**config.mk**
```make
export PLATFORM = sky130hd
export DESIGN_NAME = param_sync_fifo
export DESIGN_NICKNAME = d
export VERILOG_FILES = /design/src/rtl/fifo_pkg.sv /design/src/rtl/fifo_ptr_ctrl.sv /design/src/rtl/param_sync_fifo.sv
export SDC_FILE = /design/constraint.sdc
export NUM_CORES = 1
export LEC_CHECK = 0
export ABC_CLOCK_PERIOD_IN_PS = 3700
export BUFFER_PORTS_ARGS = -buffer_cell sky130_fd_sc_hd__buf_2
export CORE_ASPECT_RATIO = 1.4
export CORE_MARGIN = 2
export CORE_UTILIZATION = 58
export CTS_CLUSTER_DIAMETER = 100
export DETAILED_ROUTE_END_ITERATION = 8
export HOLD_SLACK_MARGIN = 0.03
export MAX_ROUTING_LAYER = met4
export PLACE_DENSITY = 0.77
export SYNTH_ARGS = -nofsm -noshare
export SYNTH_HDL_FRONTEND = slang
export SYNTH_SLANG_ARGS = --single-unit
```
**constraint.sdc**
```tcl
create_clock -name clk -period 3.7 [get_ports clk]
set_input_delay 0.37 -clock clk [delete_from_list [all_inputs] [get_ports clk]]
set_output_delay 0.37 -clock clk [all_outputs]
set_load 0.01 [all_outputs]
```
**src/rtl/fifo_pkg.sv**
```systemverilog
// Shared constants, sizing helpers and status record for the synchronous FIFO family.
package fifo_pkg;

  localparam int DATA_WIDTH    = 16;
  localparam int DEFAULT_DEPTH = 8;

  // Occupancy spans 0..depth inclusive, hence depth+1 states.
  function automatic int cnt_width(input int depth);
    return $clog2(depth + 1);
  endfunction

  function automatic int ptr_width(input int depth);
    return (depth < 2) ? 1 : $clog2(depth);
  endfunction

  typedef struct packed {
    logic full;
    logic empty;
    logic almost_full;
    logic almost_empty;
    logic overflow;
    logic underflow;
  } fifo_status_t;

endpackage

```
**src/rtl/fifo_ptr_ctrl.sv**
```systemverilog
// Wrap-at-DEPTH pointer pair, occupancy counter, request acceptance and status decode.
module fifo_ptr_ctrl
  import fifo_pkg::*;
#(
  parameter  int DEPTH     = DEFAULT_DEPTH,
  parameter  int AF_THRESH = DEPTH - 2,
  parameter  int AE_THRESH = 2,
  localparam int PW        = ptr_width(DEPTH),
  localparam int CW        = cnt_width(DEPTH)
) (
  input  logic          clk,
  input  logic          rst_n,
  input  logic          clr,
  input  logic          wr_en,
  input  logic          rd_en,
  output logic          wr_acc,
  output logic          rd_acc,
  output logic [PW-1:0] wr_ptr,
  output logic [PW-1:0] rd_ptr,
  output logic [CW-1:0] count,
  output fifo_status_t  status
);

  if (DEPTH < 2 || AF_THRESH < 1 || AF_THRESH > DEPTH ||
      AE_THRESH < 0 || AE_THRESH > DEPTH - 1) begin : g_bad_param
    $error("fifo_ptr_ctrl: illegal DEPTH/threshold combination");
  end

  logic ovf_q, udf_q;
  logic full, empty;

  function automatic logic [PW-1:0] ptr_inc(input logic [PW-1:0] p);
    return (p == PW'(DEPTH - 1)) ? '0 : p + PW'(1);
  endfunction

  assign full  = (count == CW'(DEPTH));
  assign empty = (count == '0);

  // clr swallows both requests so neither pointers nor storage move that cycle.
  assign rd_acc = rd_en && !empty && !clr;
  assign wr_acc = wr_en && (!full || rd_acc) && !clr;

  always_comb begin
    status              = '0;
    status.full         = full;
    status.empty        = empty;
    status.almost_full  = (int'(count) >= AF_THRESH);
    status.almost_empty = (int'(count) <= AE_THRESH);
    status.overflow     = ovf_q;
    status.underflow    = udf_q;
  end

  always_ff @(posedge clk or negedge rst_n) begin
    if (!rst_n) begin
      wr_ptr <= '0;
      rd_ptr <= '0;
      count  <= '0;
      ovf_q  <= 1'b0;
      udf_q  <= 1'b0;
    end else if (clr) begin
      wr_ptr <= '0;
      rd_ptr <= '0;
      count  <= '0;
      ovf_q  <= 1'b0;
      udf_q  <= 1'b0;
    end else begin
      if (wr_acc) wr_ptr <= ptr_inc(wr_ptr);
      if (rd_acc) rd_ptr <= ptr_inc(rd_ptr);
      if (wr_acc && !rd_acc)      count <= count + CW'(1);
      else if (rd_acc && !wr_acc) count <= count - CW'(1);
      if (wr_en && !wr_acc) ovf_q <= 1'b1;
      if (rd_en && !rd_acc) udf_q <= 1'b1;
    end
  end

endmodule

```
**src/rtl/param_sync_fifo.sv**
```systemverilog
// Single-clock FIFO: storage array plus registered or fall-through read path around fifo_ptr_ctrl.
module param_sync_fifo
  import fifo_pkg::*;
#(
  parameter  int WIDTH     = DATA_WIDTH,
  parameter  int DEPTH     = DEFAULT_DEPTH,
  parameter  int AF_THRESH = DEPTH - 2,
  parameter  int AE_THRESH = 2,
  parameter  int FWFT      = 0,
  localparam int CW        = cnt_width(DEPTH)
) (
  input  logic             clk,
  input  logic             rst_n,
  input  logic             clr,
  input  logic             wr_en,
  input  logic [WIDTH-1:0] wr_data,
  input  logic             rd_en,
  output logic [WIDTH-1:0] rd_data,
  output logic             rd_valid,
  output logic             full,
  output logic             empty,
  output logic             almost_full,
  output logic             almost_empty,
  output logic [CW-1:0]    count,
  output logic             overflow,
  output logic             underflow
);

  localparam int PW = ptr_width(DEPTH);

  logic [WIDTH-1:0] mem [DEPTH];
  logic             wr_acc, rd_acc;
  logic [PW-1:0]    wr_ptr, rd_ptr;
  fifo_status_t     st;

  fifo_ptr_ctrl #(
    .DEPTH     (DEPTH),
    .AF_THRESH (AF_THRESH),
    .AE_THRESH (AE_THRESH)
  ) u_ctrl (
    .clk    (clk),
    .rst_n  (rst_n),
    .clr    (clr),
    .wr_en  (wr_en),
    .rd_en  (rd_en),
    .wr_acc (wr_acc),
    .rd_acc (rd_acc),
    .wr_ptr (wr_ptr),
    .rd_ptr (rd_ptr),
    .count  (count),
    .status (st)
  );

  assign full         = st.full;
  assign empty        = st.empty;
  assign almost_full  = st.almost_full;
  assign almost_empty = st.almost_empty;
  assign overflow     = st.overflow;
  assign underflow    = st.underflow;

  // Storage is left unreset; the pointers alone define what is live.
  always_ff @(posedge clk) begin
    if (wr_acc) mem[wr_ptr] <= wr_data;
  end

  if (FWFT != 0) begin : g_fwft
    // Head word is presented as soon as it lands; rd_en only pops it.
    assign rd_data  = st.empty ? '0 : mem[rd_ptr];
    assign rd_valid = !st.empty;
  end else begin : g_reg
    always_ff @(posedge clk or negedge rst_n) begin
      if (!rst_n) begin
        rd_data  <= '0;
        rd_valid <= 1'b0;
      end else if (clr) begin
        rd_data  <= '0;
        rd_valid <= 1'b0;
      end else begin
        rd_valid <= rd_acc;
        if (rd_acc) rd_data <= mem[rd_ptr];
      end
    end
  end

  a_full_and_empty: assert property (@(posedge clk) disable iff (!rst_n)
    !(full && empty));
  a_count_range: assert property (@(posedge clk) disable iff (!rst_n)
    count <= CW'(DEPTH));
  a_no_write_when_full: assert property (@(posedge clk) disable iff (!rst_n)
    !(wr_acc && full && !rd_acc));
  a_post_reset: assert property (@(posedge clk)
    $rose(rst_n) |-> (empty && !full && rd_data == '0));

endmodule

```
# Word level (Yosys, flattened, before mapping)

Memories as Yosys holds them, arrays and structs flattened.
Index checks and enable logic that the tools add are counted.

$add $sub $neg: 4
Multipliers: 0
Divide/modulo/power cells: 0
Magnitude comparators: 2
Equal/unequal tests: 3
Shift operators: 0
Mux-type cells: 18
Bitwise gates (word level): 0
Reduce and logical (&&, ||, !) cells: 20

Operator list:

| kind                                                | number |
|---|---|
| two-way mux 16 bit                                  | 2 |
| two-way mux 3 bit                                   | 6 |
| two-way mux 4 bit                                   | 3 |
| logical AND 1 bit                                   | 8 |
| nonzero test 2 bit                                  | 4 |
| two-way mux 1 bit                                   | 7 |
| adder 3 x 1 -> 3 bit, second input constant         | 2 |
| equality test 3 bit, second input constant          | 2 |
| zero test 1 bit                                     | 5 |
| adder 4 x 1 -> 4 bit, second input constant         | 1 |
| equality test 4 bit, second input constant          | 1 |
| >= comparator 4 x 3 -> 1 bit, second input constant | 1 |
| <= comparator 4 x 2 -> 1 bit, second input constant | 1 |
| zero test 4 bit                                     | 1 |
| subtractor 4 x 1 -> 4 bit, second input constant    | 1 |
| nonzero test 3 bit                                  | 1 |
| logical OR 1 bit                                    | 1 |

Register bits: 29
Latch bits: 0
RAM bits: 128
Bits in read-only memories: 0
Memories: 1

Memory list:

| memory | depth | width | read ports | clocked after memory_dff | write ports | line                  | source |
|---|---|---|---|---|---|---|---|
| mem    | 8     | 16    | 1          | 0                        | 1           | param_sync_fifo.sv:31 | `logic [WIDTH-1:0] mem [DEPTH];` |

# Depth between registers and ports, before layout

Gate-level depths: netlist of run 1.

Word-level depth: 12
Gate-level depth with buffers: 8

# By module

Synthesis of run 1 repeated with hierarchy kept, for this count alone.

Cell total of the unflattened synthesis: 384
Area, all modules: 6493.7 sq um

By module, submodules not included:

| module          | instances | cells an instance | area each (sq um) | seq. area each (sq um) |
|---|---|---|---|---|
| param_sync_fifo | 1         | 290               | 5621.6            | 4269.1 |
| fifo_ptr_ctrl   | 1         | 94                | 872.1             | 300.3 |

# Worst setup path after synthesis of run 1

OpenSTA, ideal clock, no wires.

Path kind: flip-flop to flip-flop
Start: register u_ctrl.count[1]
End: memory mem[6][0] (netlist name), enable pin
Setup time: 0.430 ns
Data arrival time: 2.583 ns
Required time: 3.270 ns
Setup slack: 0.687 ns
Cell stages (with the launch flop): 6
Buffers on the path: 1
Period minus slack after synthesis: 3.013 ns
Path through: dfrtp_1 buf_2 or4b_4 o21a_4 nand2_2 nor4_1

Longest elaborated chain between the ends: 9
Elaborated cells between the ends (all ways): 11

Ends and longest elaborated chain:

| element                                     | line                  | source |
|---|---|---|
| start, declared                             | fifo_ptr_ctrl.sv:20   | `output logic [CW-1:0] count,` |
| start signal, assigned                      | fifo_ptr_ctrl.sv:69   | `if (wr_acc && !rd_acc) count <= count + CW'(1);` |
| start signal, assigned                      | fifo_ptr_ctrl.sv:70   | `else if (rd_acc && !wr_acc) count <= count - CW'(1);` |
| zero test 4 bit                             | fifo_ptr_ctrl.sv:37   | `assign empty = (count == '0);` |
| zero test 1 bit                             | fifo_ptr_ctrl.sv:40   | `assign rd_acc = rd_en && !empty && !clr;` |
| logical AND 1 bit (2 in series)             | fifo_ptr_ctrl.sv:40   |  |
| logical OR 1 bit (*)                        | fifo_ptr_ctrl.sv:41   | `assign wr_acc = wr_en && (!full \|\| rd_acc) && !clr;` |
| logical AND 1 bit (*) (2 in series)         | fifo_ptr_ctrl.sv:41   |  |
| two-way mux 1 bit (*)                       | param_sync_fifo.sv:63 | `if (wr_acc) mem[wr_ptr] <= wr_data;` |
| two-way mux 1 bit (not written as such) (*) | param_sync_fifo.sv:63 |  |
| end, declared                               | param_sync_fifo.sv:31 |  |

Mark *: on every way between the ends. The rest lies on a longest branch, timed or not.

# Worst setup path after layout of run 1

Start: register u_ctrl.count[0]
End: memory mem[6][0] (netlist name), enable pin

The elaborated chain is that of the path after synthesis.

==> metrics.yaml, run 1 <==
synth_edf_count: 128
drive_gt1_frac: 0.341
max-slew-margin-rel: 0.253
num_vias: 3320
hpwl_mm: 6.94
critPathArrivalTime_ns: 2.61
critPathMaxStageDelay_ns: 0.73
grt_start_max_net_pins: 35
diodes: 0
fin_util: 0.680
rsz0062_at_grt: "no"
gp_congestion: 0.806
hold_path.class: "in2reg"
syn2layout_area_growth_pct: 15.3
ff2ff_path_depth: 5
crit_slowest_cell: "nor4_2"
whs_endpoint: "mem[1][8]"
grt_use_total: 0.230
drcViolationCount: 0
core.rowCount: 45
ys_warn_count: 0
totalWireLength_mm: 12.0
ys.flop_type: "edfxtp_1"
cts_buffers: 17
grt_overflow: 0
synthCells: 343
yosysTopAreaCell: "edfxtp_1"
yosys_register_bits: 157
synth_cell_type_count: 40
crit_chain: "or4b_4, o21a_4, nand2_2, nor4_2, buf_4"
syn_area_per_cell_um2: 18.6
r2r_slack_ns: 1.21
final_antenna_net_count: 0
leakagePower_nw: 2.56
fp.coreArea_um2: 10800
grt_pass1_vias: 3431
status: "finished clean"
port_buffers: 47
cp-end-kind: "flip-flop"
firstDrtPassIters: 5
post-synth-top-count-cell: "edfxtp_1"
cp-start-kind: "flip-flop"
crit_start: "u_ctrl.count[0]"
path_class: "reg2reg"
tightest_slew_ns: 1.12
syn-num-nets: 371
cts_buffer_depth: 2
hold_viol_final: 0
antenna_found_initial: 0
reg2reg_from: "u_ctrl.count[0]"
timing.final.crit_share: 0.674
hp-start: "wr_data[8]"
r2r-end: "mem[6][0]"
period_minus_slack_ns: 2.49
synthArstFlopShare: 0.185
synth_area_leaders: "edfxtp_1, dfrtp_1, mux4_2, mux2i_1, a211oi_1"
cts_tree: "built"
start_util: 0.590
die-height_um: 128
irDropWorstVdd_mv: 0.432
routedWlPerCell_um: 21.9
viasPerCell: 6.03
cts-resized-gates: 0
cts_hold_buf: 1
cap_viol_max_count: 0
setup_tns_ns: 0
drt_iter0_drc: 242
clk_latency_ns: 0.42
clk_pin_slew_ns: 0.06
min_path_cells: 1
ios: 48
postCtsSetupBuffers: 0
critical_path_required_ns: 3.82
crit_buf_inv: 1
synth_seq_area_share: 0.716
cp_top_family: "simple AND/OR/NAND/NOR gates"
dieArea_um2: 11900
cts_num_sinks: 157
clock.fmax_mhz: 401
finalMaxSlewViolations: 0
setup_viol: 0
dieWidth_um: 92.6
htree_levels: 4
root_buffer: "clkbuf_16"
grt_pass1_wl_mm: 19.0
nNetsFinal: 425
synth_area_um2: 6380
cp_max_fo: 11
yosys-top-cells-count: "edfxtp_1, mux4_2, dfrtp_1"
synth_top_cell_area_share: 0.603
power-per-cell-area_nw_per_um2: 659
clock_skew_ns: 0.00862
## kinds of logic after synthesis
| family | share of synthesized area |
|---|---|
| AO/OA/AOI/OAI | 0.0512 |
| XOR/XNOR | 0.00412 |
| adder cells (fa/ha/maj) | 0.0149 |
| buffers and inverters | 0.0273 |
| flip-flops | 0.717 |
| multiplexers | 0.140 |
| AND/OR/NAND/NOR | 0.0463 |
## worst reg2reg max path, cell delays in order (launching register included)
cell	delay, ns
dfrtp_1	0.58
or4b_4	0.26
o21a_4	0.16
nand2_2	0.10
nor4_2	0.73
buf_4	0.34
## cells in the final DEF, fill, tap and decap left out, types with 2 or more instances in the layout
master	n
inv_1	6
bufinv_16	2
a21oi_2	2
nor3_2	4
nor2b_1	2
nand3_1	2
clkinv_1	2
nor4_2	3
mux2i_1	17
dfrtp_1	27
nor2_1	24
nand2_1	13
clkinvlp_4	2
xnor2_1	3
a211oi_2	2
nand2b_1	2
buf_2	47
ha_1	6
inv_6	4
clkbuf_16	17
clkinv_4	3
a21oi_1	8
dfrtp_2	2
buf_4	10
a211oi_1	16
mux4_2	32
or3_1	2
edfxtp_1	128
## metal layers
metal / up-vias / share of wire / GRT usage
met1: 1719 / 0.38 / 0.286
met5: - / 0 / -
met3: 13 / 0.062 / 0.0535
met4: 0 / 0.014 / 0.101
li1: 1473 / - / -
met2: 115 / 0.55 / 0.368
## registers in the layout (all words and copies together), names as in the netlist
register and count:
mem 128, rd_data 16, u_ctrl.count 4, u_ctrl.rd_ptr 3
u_ctrl.wr_ptr 3, rd_valid 1, u_ctrl.ovf_q 1, u_ctrl.udf_q 1
## power breakdown
part / internal (mW) / leakage, nW / switching [mW]
Combinational: 0.468 / 0.739 / 0.464
Sequential: 2.04 / 1.54 / 0.184
Clock: 1.00 / 0.282 / 0.692
## per-stage QoR
stage               hold slack [ns]  power [mW]  std cells  setup slack, ns  instance area, um^2
finish                        0.218        4.85        551             1.21                 7350
global route                  0.224        5.05        551            0.934                 7350
CTS                           0.207        4.89        551             1.20                 7350
detailed placement            0.468        3.19        518             1.23                 6760
global placement              0.460        3.16        518             1.32                 6760
floorplan                    0.0744        2.95        343            0.687                 6380
## cell type report
class / count / area, um^2
Clock buffer: 17 / 425
Clock inverter: 15 / 160
Fill cell: 716 / 3460
Inverter: 6 / 22.5
Multi-Input combinational cell: 157 / 1680
Sequential cell: 157 / 4570
Tap cell: 141 / 176
Timing Repair Buffer: 58 / 320
## worst max path at each step
stage          cells after the start               to  slack (ns)
3_3_place_gp                       7  u_ctrl.count[3]        1.32
5_1_grt                            7  u_ctrl.count[3]        0.93
4_1_cts                            5        mem[6][0]        1.20
6_report                           5        mem[6][0]        1.21
3_5_place_dp                       7  u_ctrl.count[3]        1.23
2_1_floorplan                      5        mem[6][0]        0.69
(Power assumes the default switching activity.)
==> run 2, diff against run 1 <==
--- a/config.mk
+++ b/config.mk
@@ -5,16 +5,16 @@
 export SDC_FILE = /design/constraint.sdc
 export NUM_CORES = 1
 export LEC_CHECK = 0
-export ABC_CLOCK_PERIOD_IN_PS = 3700
+export ABC_CLOCK_PERIOD_IN_PS = 2100
 export BUFFER_PORTS_ARGS = -buffer_cell sky130_fd_sc_hd__buf_2
 export CORE_ASPECT_RATIO = 1.4
 export CORE_MARGIN = 2
-export CORE_UTILIZATION = 58
+export CORE_UTILIZATION = 54
 export CTS_CLUSTER_DIAMETER = 100
 export DETAILED_ROUTE_END_ITERATION = 8
 export HOLD_SLACK_MARGIN = 0.03
 export MAX_ROUTING_LAYER = met4
-export PLACE_DENSITY = 0.77
+export PLACE_DENSITY = 0.76
 export SYNTH_ARGS = -nofsm -noshare
 export SYNTH_HDL_FRONTEND = slang
 export SYNTH_SLANG_ARGS = --single-unit
==> constraint.sdc (replaced) <==
create_clock -name clk -period 2.1 [get_ports clk]
set_input_delay 0.21 -clock clk [delete_from_list [all_inputs] [get_ports clk]]
set_output_delay 0.21 -clock clk [all_outputs]
set_load 0.01 [all_outputs]
==> run 2 against run 1 <==
Net effect: the flow now finishes with violations (setup timing); flip-flop and latch count unchanged; cell count is 6.9% higher; count of clock-buffer cells in the layout stayed put; sequential power up 69%; first-iteration DRC count increased by 7.9%; hold slack got worse by 0.16 ns; die area up 7.1%; global-route usage shrank 0.081 points; register-to-register slack got worse by 1.2 ns; critical path type unchanged.
==> metrics.yaml, run 2 (synthesis results as in run 1) <==
status: "complete, but fails checks"  # was finished clean
violations: "setup timing"
cts_tree: "built"  # unchanged
dp_cells: 544  # was 518
cts_buffer_depth: 2  # unchanged
final_antenna_net_count: 0  # unchanged
diodes: 0  # unchanged
viasPerCell: 5.81  # was 6.03
largestRegisters: "mem x128, rd_data x16, u_ctrl.count x4"  # unchanged
leakagePower_nw: 2.80  # was 2.56 nW
largest_reg_flops: 128  # unchanged
crit_chain: "buf_4, o31ai_4, buf_6, nand3_4, ha_4, nand3_1, and4b_1, o32a_1, a21oi_1"  # was or4b_4, o21a_4, nand2_2, nor4_2, buf_4
final_common_cell: "edfxtp_1"  # unchanged
r2r_slack_ns: -0.03  # was 1.21 ns
htree_levels: 4  # unchanged
die-height_um: 133  # was 128 um
fillers: 725  # was 716
drcViolationCount: 0  # unchanged
path_class: "reg2reg"  # unchanged
clk_latency_ns: 0.42  # about the same
drive_gt1_frac: 0.416  # was 0.341
grt_pass1_wl_mm: 20.1  # was 19.0 mm
critPathMaxStageDelay_ns: 0.41  # was 0.73 ns
min_path_cells: 1  # unchanged
cp_max_fo: 4  # was 11
whs_ns: 0.0586  # was 0.218 ns
hold_path.class: "in2reg"  # unchanged
fp.coreArea_um2: 11700  # was 10800 um^2
max-slew-margin-rel: 0.491  # was 0.253
fin_util: 0.675  # was 0.680
critical_path_required_ns: 2.44  # was 3.82 ns
dieWidth_um: 95.8  # was 92.6 um
worst_slack_ns: -0.0303  # was 1.21 ns
setup_viol: 1  # was 0
clock.fmax_mhz: 469  # was 401 MHz
port_buffers: 47  # unchanged
hold_viol_final: 0  # unchanged
firstDrtPassIters: 4  # was 5
routedWlPerCell_um: 21.9  # about the same
syn2layout_area_growth_pct: 23.8  # was 15.3%
dieArea_um2: 12700  # was 11900 um^2
tightest_slew_ns: 0.764  # was 1.12 ns
grt_overflow: 0  # unchanged
finalMaxSlewViolations: 0  # unchanged
start_util: 0.545  # was 0.590
cts_num_sinks: 157  # unchanged
period_minus_slack_ns: 2.13  # was 2.49 ns
grt_pass1_vias: 3681  # was 3431
final_cell_count_no_fill: 589  # was 551
nNetsFinal: 457  # was 425
drt_iter0_drc: 261  # was 242
num_vias: 3422  # was 3320
cp-start-kind: "flip-flop"  # unchanged
pre_cts_slack_ns: -0.0597  # was 1.23 ns
ios: 48  # unchanged
grt_use_total: 0.230  # about the same
power-per-cell-area_nw_per_um2: 1160  # was 659 nW/um^2
timing.final.crit_share: 1.01  # was 0.674
design_area_um2: 7900  # was 7350 um^2
clock_skew_ns: 0.0103  # was 0.00862 ns
top_register: "mem"  # unchanged
hpwl_mm: 7.66  # was 6.94 mm
ff2ff_path_depth: 9  # was 5
rsz0062_at_grt: "yes"  # was no
crit_slowest_cell: "dfrtp_2"  # was nor4_2
cp-end-kind: "flip-flop"  # unchanged
irDropWorstVdd_mv: 0.643  # was 0.432 mV
gp_congestion: 0.728  # was 0.806
cap_viol_max_count: 0  # unchanged
cts_buffers: 17  # unchanged
antenna_found_initial: 0  # unchanged
root_buffer: "clkbuf_16"  # unchanged
critPathArrivalTime_ns: 2.47  # was 2.61 ns
place_area_um2: 7070  # was 6760 um^2
clk_pin_slew_ns: 0.06  # about the same
final_cell_mix: "edfxtp_1, buf_2, mux4_2, buf_4, dfrtp_1"  # was edfxtp_1, buf_2, mux4_2, dfrtp_1, nor2_1
grt_start_max_net_pins: 35  # unchanged
core.rowCount: 47  # was 45
totalWireLength_mm: 12.9  # was 12.0 mm
==> run 2: cell count changes in the layout (fill, tap and decap cells not counted), sizes merged <==
| cell | delta |
|---|---|
| buf | +32 |
| bufinv | +1 |
| clkinv | -2 |
| clkinvlp | -1 |
| inv | +2 |
==> run 2: report_power, final <==
part           total (mW)  leakage (nW)  internal [mW]  switching, mW
Sequential           3.75          1.54           3.60          0.155
Clock                3.20         0.306           1.92           1.29
Combinational        2.19         0.961           1.07           1.12
==> run 2: path summary, 6_finish.rpt <==
kind                                 start          endpoint
min in group asynchronous            rst_n        rd_data[9]
hold reg to reg               u_ctrl.udf_q      u_ctrl.udf_q
hold / removal                  wr_data[1]         mem[2][1]
max in group asynchronous            rst_n  u_ctrl.rd_ptr[0]
setup / recovery           u_ctrl.count[2]   u_ctrl.count[3]
setup reg to reg           u_ctrl.count[2]   u_ctrl.count[3]
==> run 2: area by class of cell <==
type	count	area, um^2	share of cell area
multi-input combinational	157	1810	0.229
inverter	6	22.5	0.00285
clock buffer	17	425	0.0539
sequential	157	4570	0.579
tap	147	184	0.0233
timing repair buffer	90	677	0.0857
clock inverter	15	203	0.0257
==> run 2: repair_timing <==
action	4_1_cts	5_1_grt
pin swaps	12	6
endpoints found under the hold margin	29	0
gates resized for setup	7	5
setup buffers	10	2
hold buffers	1	0
endpoints found under the setup margin	58	29
==> run 2: routing by layer <==
metal  track usage  wire length [um]  vias up
li1              -                 -     1535
met1         0.273              4720     1736
met2         0.374              7200      128
met3        0.0569               678       23
met4        0.0921               285        0
met5             -                 0        -
==> run 2: worst max-delay path, delay by kind of cell, from the launching register on <==
kind | cells | cell delay (ns)
DFF | 1 | 0.41
AOI/OAI and AO/OA | 3 | 0.66
adders and majority gates | 1 | 0.31
buffers and inverters | 2 | 0.29
and+or+nand+nor | 3 | 0.38
==> run 2: stage by stage <==
| stage | setup TNS, ns | power, mW |
|---|---|---|
| after detailed placement | -0.584 | 5.87 |
| after global routing | -0.178 | 9.55 |
| after floorplan | -2.22 | 5.25 |
| after CTS | -0.0384 | 9.15 |
| final | -0.0303 | 9.15 |
| after global placement | -0.0985 | 5.80 |
